==> config.mk <==
export PLATFORM = sky130hd
export DESIGN_NAME = alu_issue_stage
export DESIGN_NICKNAME = d
export VERILOG_FILES = /design/src/rtl/alu_issue_stage.sv
export SDC_FILE = /design/constraint.sdc
export NUM_CORES = 1
export LEC_CHECK = 0
export ABC_AREA = 1
export CORE_MARGIN = 2
export CORE_UTILIZATION = 30
export DETAILED_ROUTE_END_ITERATION = 10
export HOLD_SLACK_MARGIN = 0.02
export SLEW_MARGIN = 20
export SYNTH_ARGS = -nofsm -noshare
export SYNTH_HDL_FRONTEND = slang
export SYNTH_SLANG_ARGS = --single-unit
==> constraint.sdc <==
create_clock -name clk -period 1.87 [get_ports clk]
set_clock_uncertainty 0.1 [all_clocks]
set_input_delay 0.374 -clock clk [delete_from_list [all_inputs] [get_ports clk]]
set_output_delay 0.374 -clock clk [all_outputs]
set_load 0.01 [all_outputs]
==> src/rtl/alu_issue_stage.sv <==
// alu_issue_stage: two-entry issue buffer in front of the logical unit.
// It decodes incoming opcodes and issues them in acceptance order.
//
// Ports:
//   clk, rst_n            clock; asynchronous active-low reset
//   in_valid / in_ready   upstream handshake
//   in_op                 opcode: 0..3 are legal, all other values are illegal
//   in_src1, in_src2      operands
//   out_valid / out_ready downstream handshake
//   out_src1, out_src2    issued operands (head entry)
//   out_control           issued control word (head entry)
//   illegal_op            one-cycle pulse after an illegal opcode is consumed
//   err_count             saturating count of consumed illegal opcodes
module alu_issue_stage #(
  parameter int unsigned SRC_WIDTH     = 32,
  parameter int unsigned CONTROL_WIDTH = 11,
  parameter int unsigned OP_WIDTH      = 4
) (
  input  logic                     clk,
  input  logic                     rst_n,
  input  logic                     in_valid,
  output logic                     in_ready,
  input  logic [OP_WIDTH-1:0]      in_op,
  input  logic [SRC_WIDTH-1:0]     in_src1,
  input  logic [SRC_WIDTH-1:0]     in_src2,
  output logic                     out_valid,
  input  logic                     out_ready,
  output logic [SRC_WIDTH-1:0]     out_src1,
  output logic [SRC_WIDTH-1:0]     out_src2,
  output logic [CONTROL_WIDTH-1:0] out_control,
  output logic                     illegal_op,
  output logic [7:0]               err_count
);

  typedef enum logic [1:0] {StEmpty, StOne, StFull} state_e;

  state_e                   state_q, state_d;
  logic [SRC_WIDTH-1:0]     head_src1_q, head_src1_d;
  logic [SRC_WIDTH-1:0]     head_src2_q, head_src2_d;
  logic [CONTROL_WIDTH-1:0] head_ctrl_q, head_ctrl_d;
  logic [SRC_WIDTH-1:0]     skid_src1_q, skid_src1_d;
  logic [SRC_WIDTH-1:0]     skid_src2_q, skid_src2_d;
  logic [CONTROL_WIDTH-1:0] skid_ctrl_q, skid_ctrl_d;
  logic                     illegal_q, illegal_d;
  logic [7:0]               err_q, err_d;

  logic                     op_legal;
  logic [CONTROL_WIDTH-1:0] dec_ctrl;
  logic                     xfer_in, legal_in, illegal_in, xfer_out;

  // Both handshake outputs depend on registered state only.
  assign in_ready  = (state_q != StFull);
  assign out_valid = (state_q != StEmpty);

  assign op_legal   = ((in_op >> 2) == '0);
  assign xfer_in    = in_valid && in_ready;
  assign legal_in   = xfer_in && op_legal;
  assign illegal_in = xfer_in && !op_legal;
  assign xfer_out   = out_valid && out_ready;

  // Decoded control: function select in [6:5], logical-unit enable in [0].
  always_comb begin
    dec_ctrl      = '0;
    dec_ctrl[6:5] = in_op[1:0];
    dec_ctrl[0]   = 1'b1;
  end

  always_comb begin
    state_d     = state_q;
    head_src1_d = head_src1_q;
    head_src2_d = head_src2_q;
    head_ctrl_d = head_ctrl_q;
    skid_src1_d = skid_src1_q;
    skid_src2_d = skid_src2_q;
    skid_ctrl_d = skid_ctrl_q;

    unique case (state_q)
      StEmpty: begin
        if (legal_in) begin
          state_d     = StOne;
          head_src1_d = in_src1;
          head_src2_d = in_src2;
          head_ctrl_d = dec_ctrl;
        end
      end
      StOne: begin
        if (legal_in && xfer_out) begin
          // Head leaves while the new entry takes its place.
          head_src1_d = in_src1;
          head_src2_d = in_src2;
          head_ctrl_d = dec_ctrl;
        end else if (legal_in) begin
          state_d     = StFull;
          skid_src1_d = in_src1;
          skid_src2_d = in_src2;
          skid_ctrl_d = dec_ctrl;
        end else if (xfer_out) begin
          // Head data is left in place so the outputs hold while empty.
          state_d = StEmpty;
        end
      end
      StFull: begin
        if (xfer_out) begin
          state_d     = StOne;
          head_src1_d = skid_src1_q;
          head_src2_d = skid_src2_q;
          head_ctrl_d = skid_ctrl_q;
        end
      end
      default: state_d = StEmpty;
    endcase
  end

  always_comb begin
    illegal_d = illegal_in;
    err_d     = err_q;
    if (illegal_in && (err_q != 8'hFF)) begin
      err_d = err_q + 8'd1;
    end
  end

  always_ff @(posedge clk or negedge rst_n) begin
    if (!rst_n) begin
      state_q     <= StEmpty;
      head_src1_q <= '0;
      head_src2_q <= '0;
      head_ctrl_q <= '0;
      skid_src1_q <= '0;
      skid_src2_q <= '0;
      skid_ctrl_q <= '0;
      illegal_q   <= 1'b0;
      err_q       <= 8'd0;
    end else begin
      state_q     <= state_d;
      head_src1_q <= head_src1_d;
      head_src2_q <= head_src2_d;
      head_ctrl_q <= head_ctrl_d;
      skid_src1_q <= skid_src1_d;
      skid_src2_q <= skid_src2_d;
      skid_ctrl_q <= skid_ctrl_d;
      illegal_q   <= illegal_d;
      err_q       <= err_d;
    end
  end

  assign out_src1    = head_src1_q;
  assign out_src2    = head_src2_q;
  assign out_control = head_ctrl_q;
  assign illegal_op  = illegal_q;
  assign err_count   = err_q;

endmodule

==> flow_summary.ini, run 1 <==
[outcome]
status = completed

[cts]
numCtsBuffers = 17
cts_tree = done
clock_sinks = 145
cts_buffer_depth = 2
clk_pin_slew_worst_paths_ps = 60
htreeDepth = 4
clock_latency_ps = 410
root_buffer = clkbuf_16

[sta]
relSlewSlack_pct = 63.96
setup_viol = 0
fmax_mhz = 551.4
period_share_pct = 96.98
finalSetupTns_ps = 0
tightest_slew_ps = 540.6
finalHoldViolCount = 0
slew_viol_final = 0
rsz0062_at_grt = false
fin_crit_ps = 1814

[setup_path]
cp_num_cells = 1
crit_family = buffers and inverters
critPathCaptureType = output pin
path_buf_inv = 1
timing_worst_setup_path_type = flip-flop to output pin
path_max_fanout = 2
worst_setup_path_start_kind = flip-flop
crit_chain = clkdlybuf4s50_1
crit_start = out_src2[27]
arrival_ps = 1340
cpPeakStageDelay_ps = 590
worst_path_max_delay_cell = clkdlybuf4s50_1
r2r_cells = 6
rr_startpoint = err_count[0]
worstPathRequired_ps = 1400

[worst_hold_path]
holdCritPathClass = flip-flop to flip-flop
min_from = out_src2[1]
holdPathStages = 2

[global_route]
first_global_vias = 5398
grt_max_degree = 57
overflow = 0
grtUsageTotal_pct = 15.04
grt_first_pass_wirelength_um = 28520
antenna_found_initial = 0

[power]
cellInternalPower_w = 0.009596
power.density_nw_per_um2 = 1566
switching_share_pct = 34.73
pwr-share-seq_pct = 35.9
p_clk_share_pct = 24.2
pwr-share-comb_pct = 39.9
leakagePower_nw = 4.631
ir_drop_mv = 0.5950
switching_power_w = 0.005106

[die]
fp.coreArea_um2 = 22500
rows = 55
dieWidth_um = 155.0
fp.dieArea_um2 = 24040
start_util_pct = 30.41
die_h_um = 155.0
io_pins = 158

[place]
globalplace.congestion = 0.7728
placed_cells = 1221
post-dp-hpwl_um = 11230
place_area_um2 = 8737
portBuffers = 149

[detailed_routing]
route.detailed.drc = 0
initialDrtViolationCount = 294
num_vias = 5576
dr.pass1.iters = 4
antenna_left = 0
dr_wl_met2_um = 8045
drt-wirelength-per-cell_um = 13.65
via_per_inst = 4.439
routed.top_layer = met4
met1_length_um = 8028
routed_wl_um = 17140
dr_wl_met3_um = 802

[cells_and_area]
drive_gt1_share_pct = 13.29
final_util_pct = 41.71
fill_cells = 2210
syn_to_final_growth_pct = 37.13
finalInstanceArea_um2 = 9385
antenna_cells = 0
nets = 1032
fin_cells = 1256

[synth]
syn_avg_cell_area_um2 = 8.491
yosysSeqAreaShare_pct = 53.02
ys_types = 26
syn_inst = 806
yosysWarnings = 0
ys_ff_latch = 145
netlist_area_um2 = 6844

[run]
maxCapViolCount = 0
## sequential cells by signal (all words and copies together) (netlist names)
| signal | cells |
|---|---|
| skid_src2_q | 32 |
| out_src1 | 32 |
| out_src2 | 32 |
| state_q | 2 |
| skid_src1_q | 32 |
| err_count | 8 |
| out_control | 3 |
| illegal_op | 1 |
| skid_ctrl_q | 3 |
## per-layer routing
layer | track usage, % | vias up
li1 | - | 2838
met1 | 19.59 | 2596
met2 | 24.55 | 129
met3 | 3.649 | 13
met4 | 5.159 | 0
met5 | 0 | -
## power by group through the flow
stage	combinational [W]	clock [W]	sequential [W]
after floorplan	0.00305	0	0.00559
after global placement	0.00589	0	0.00533
after detailed placement	0.00599	0	0.00535
after CTS	0.00598	0.00368	0.00531
after global routing	0.00662	0.00383	0.00547
final	0.00587	0.00355	0.00528
## kinds of logic (layout without fill, tap and decap cells)
logic type                 after synthesis  count (layout)  synth area share [%]
and+or+nand+nor                        374             374                 23.05
other                                    1               8               0.05479
xor gates and xnor gates                 6               6                0.7678
DFF                                    145             145                 53.02
AOI/OAI and AO/OA                      140             140                 12.16
buffers and inverters                  139             297                 10.77
adders and majority gates                1               1                0.1828
## Yosys cell counts
master / n / area [µm²]
buf_4: 20 / 150.1
xnor2_1: 2 / 17.52
buf_2: 15 / 75.07
dfrtp_1: 145 / 3628
nor2_1: 2 / 7.510
o21ai_1: 32 / 160.2
nand2_1: 273 / 1025
conb_1: 1 / 3.750
nand4_1: 2 / 12.51
a21oi_2: 1 / 8.760
buf_6: 5 / 56.30
a21oi_1: 1 / 5.000
o21ai_2: 34 / 297.8
inv_1: 80 / 300.3
nor2_2: 1 / 6.260
nor2_4: 1 / 11.26
xor2_1: 4 / 35.03
ha_1: 1 / 12.51
clkbuf_1: 11 / 41.29
nand2_2: 22 / 137.6
nand3_1: 72 / 360.4
buf_12: 1 / 20.02
buf_8: 6 / 90.09
nand3_4: 1 / 17.52
o21ai_0: 72 / 360.4
inv_2: 1 / 3.750
## layout make-up
type | count | area [µm²] | share of cell area [%]
multi-input combinational | 529 | 2515 | 26.80
clock buffer | 22 | 484.2 | 5.159
timing repair buffer | 185 | 1967 | 20.96
tap | 285 | 356.6 | 3.799
inverter | 81 | 304.0 | 3.240
sequential | 145 | 3628 | 38.66
clock inverter | 9 | 130.1 | 1.386
## what timing repair did
| action | 4_1_cts | 5_1_grt |
|---|---|---|
| setup buffers | 2 | 1 |
| resized for setup | 9 | 6 |
| setup endpoints to repair | 11 | 7 |
| hold endpoints to repair | 42 | 0 |
| cloned | 0 | 0 |
| hold buffers | 1 | 0 |
| pin swaps | 0 | 0 |
## cells in the final DEF, fill, tap and decap left out, types with 17 or more instances in the layout
cell type | synthesis | final
buf_4 | 20 | 19
clkbuf_16 | 0 | 17
clkdlybuf4s50_1 | 0 | 135
dfrtp_1 | 145 | 145
inv_1 | 80 | 80
nand2_1 | 273 | 271
nand2_2 | 22 | 23
nand3_1 | 72 | 72
o21ai_0 | 72 | 72
o21ai_1 | 32 | 32
o21ai_2 | 34 | 34
## stage by stage
| stage | hold slack (ps) | worst slack, ps | power [W] |
|---|---|---|---|
| after global placement | 291.0 | -127.4 | 0.01123 |
| after global routing | 382.1 | 0.5376 | 0.01592 |
| after detailed placement | 291.0 | -135.5 | 0.01134 |
| after CTS | 372.7 | 3.327 | 0.01497 |
| final | 365.4 | 56.42 | 0.01470 |
| after floorplan | -21.59 | 396.6 | 0.008636 |
## worst paths after layout
| check | slack (ps) | endpoint |
|---|---|---|
| min | 370 | out_src2[1] |
| min reg2reg | 370 | out_src2[1] |
| max | 60 | out_src2[27] |
| max in group asynchronous | 750 | out_src1[12] |
| min in group asynchronous | 400 | skid_src2_q[19] |
| max reg2reg | 240 | err_count[2] |
Power figures use the tool's default switching activity.
==> run 2, diff against run 1 <==
SETUP_SLACK_MARGIN = 0.05   (was default)
==> flow_summary.ini, run 2 (synthesized netlist as in run 1, its figures left out) <==
[detailed_routing]
routed_wl_um = 17140
dr.pass1.iters = 5
drt-wirelength-per-cell_um = 13.66
num_vias = 5554
via_per_inst = 4.425
route.detailed.drc = 0
antenna_left = 0
initialDrtViolationCount = 323

[place]
place_ws_ps = -135.5
portBuffers = 149
post-dp-hpwl_um = 11230
globalplace.congestion = 0.7728

[run]
maxCapViolCount = 0

[cts]
cts_tree = done
clock_latency_ps = 410
clock_sinks = 145
numCtsBuffers = 17
htreeDepth = 4
cts_buffer_depth = 2
root_buffer = clkbuf_16
clk_pin_slew_worst_paths_ps = 60

[global_route]
first_global_vias = 5399
grtUsageTotal_pct = 15.05
grt_first_pass_wirelength_um = 28520
grt_max_degree = 57
antenna_found_initial = 0
overflow = 0

[setup_path]
worst_path_max_delay_cell = clkdlybuf4s50_1
crit_chain = clkdlybuf4s50_1
cpPeakStageDelay_ps = 540
timing_worst_setup_path_type = flip-flop to output pin
arrival_ps = 1300
worst_setup_path_start_kind = flip-flop
crit_family = buffers and inverters
path_max_fanout = 2
path_buf_inv = 1
worstPathRequired_ps = 1400
critPathCaptureType = output pin

[cells_and_area]
most-common-layout-cells = 271 x nand2_1, 145 x dfrtp_1, 80 x inv_1
final_util_pct = 41.84
syn_to_final_growth_pct = 37.57
drive_gt1_share_pct = 13.51
nets = 1031
antenna_cells = 0
layout_commonest_cell = nand2_1

[die]
fp.dieArea_um2 = 24040
die_h_um = 155.0
fp.coreArea_um2 = 22500
io_pins = 158
dieWidth_um = 155.0
start_util_pct = 30.41
rows = 55

[sta]
rsz0062_at_grt = false
relSlewSlack_pct = 63.88
slew_viol_final = 0
period_share_pct = 94.97
fin_ws_ps = 94.05
tightest_slew_ps = 541.8
fmax_mhz = 563.1
finalHoldViolCount = 0
fin_crit_ps = 1776
setup_viol = 0

[worst_hold_path]
holdCritPathClass = flip-flop to flip-flop

[outcome]
status = completed

[power]
leakagePower_nw = 5.050
power.density_nw_per_um2 = 1528
ir_drop_mv = 0.5919
p_total_w = 0.01439
## run 2: cell count changes in the layout (fill, tap and decap cells not counted), sizes merged
cell and delta:
clkdlybuf4s15 -2, clkdlybuf4s50 -57, buf -1, dlymetal6s2s +31, clkbuf +2, dlygate4sd2 +26
## run 2: area by class of cell
class	count	area (µm²)
clock inverter	9	130.1
fill	2222	13090
clock buffer	22	484.2
sequential	145	3628
tap	285	356.6
timing repair buffer	184	1994
multi-input combinational	529	2517
inverter	81	304.0
## run 2: per-layer routing
metal  global-route usage [%]  part of all wire (%)
met4                    5.379                   1.8
met2                    24.49                    47
met1                    19.57                    47
met5                        0                     0
met3                    3.649                   4.6
## run 2: per-stage QoR
| step | instance area (µm²) | TNS, ps | hold slack [ps] | instances |
|---|---|---|---|---|
| after floorplan | 6870 | 0 | -21.59 | 813 |
| after global placement | 8737 | -9998 | 291.0 | 1221 |
| after CTS | 9334 | 0 | 370.3 | 1255 |
| after detailed placement | 8737 | -10500 | 291.0 | 1221 |
| final | 9415 | 0 | 360.8 | 1255 |
| after global routing | 9415 | 0 | 377.5 | 1255 |
## run 2: path summary, 6_finish.rpt
check                                   from              end  slack, ps  depth (start not counted)
worst max-delay path            out_src1[28]     out_src1[28]         90                          1
worst min-delay path             out_src2[1]      out_src2[1]        360                          2
worst max register to register    state_q[1]     out_src1[22]        280                          5
worst min register to register   out_src2[1]      out_src2[1]        360                          2
max in group asynchronous              rst_n     out_src1[12]        750                          3
min in group asynchronous              rst_n  skid_src2_q[19]        400                          2
## run 2: what timing repair did
action,in CTS,in global routing
endpoints found under the hold margin,42,0
hold buffers,1,0
buffers inserted,2,0
setup endpoints to repair,35,39
gates resized for setup,36,39
## run 2: where the power goes
part	internal, W	total (W)	switching [W]
clock	0.00223	0.00355	0.00132
sequential	0.00463	0.00526	0.000628
combinational	0.00244	0.00558	0.00314
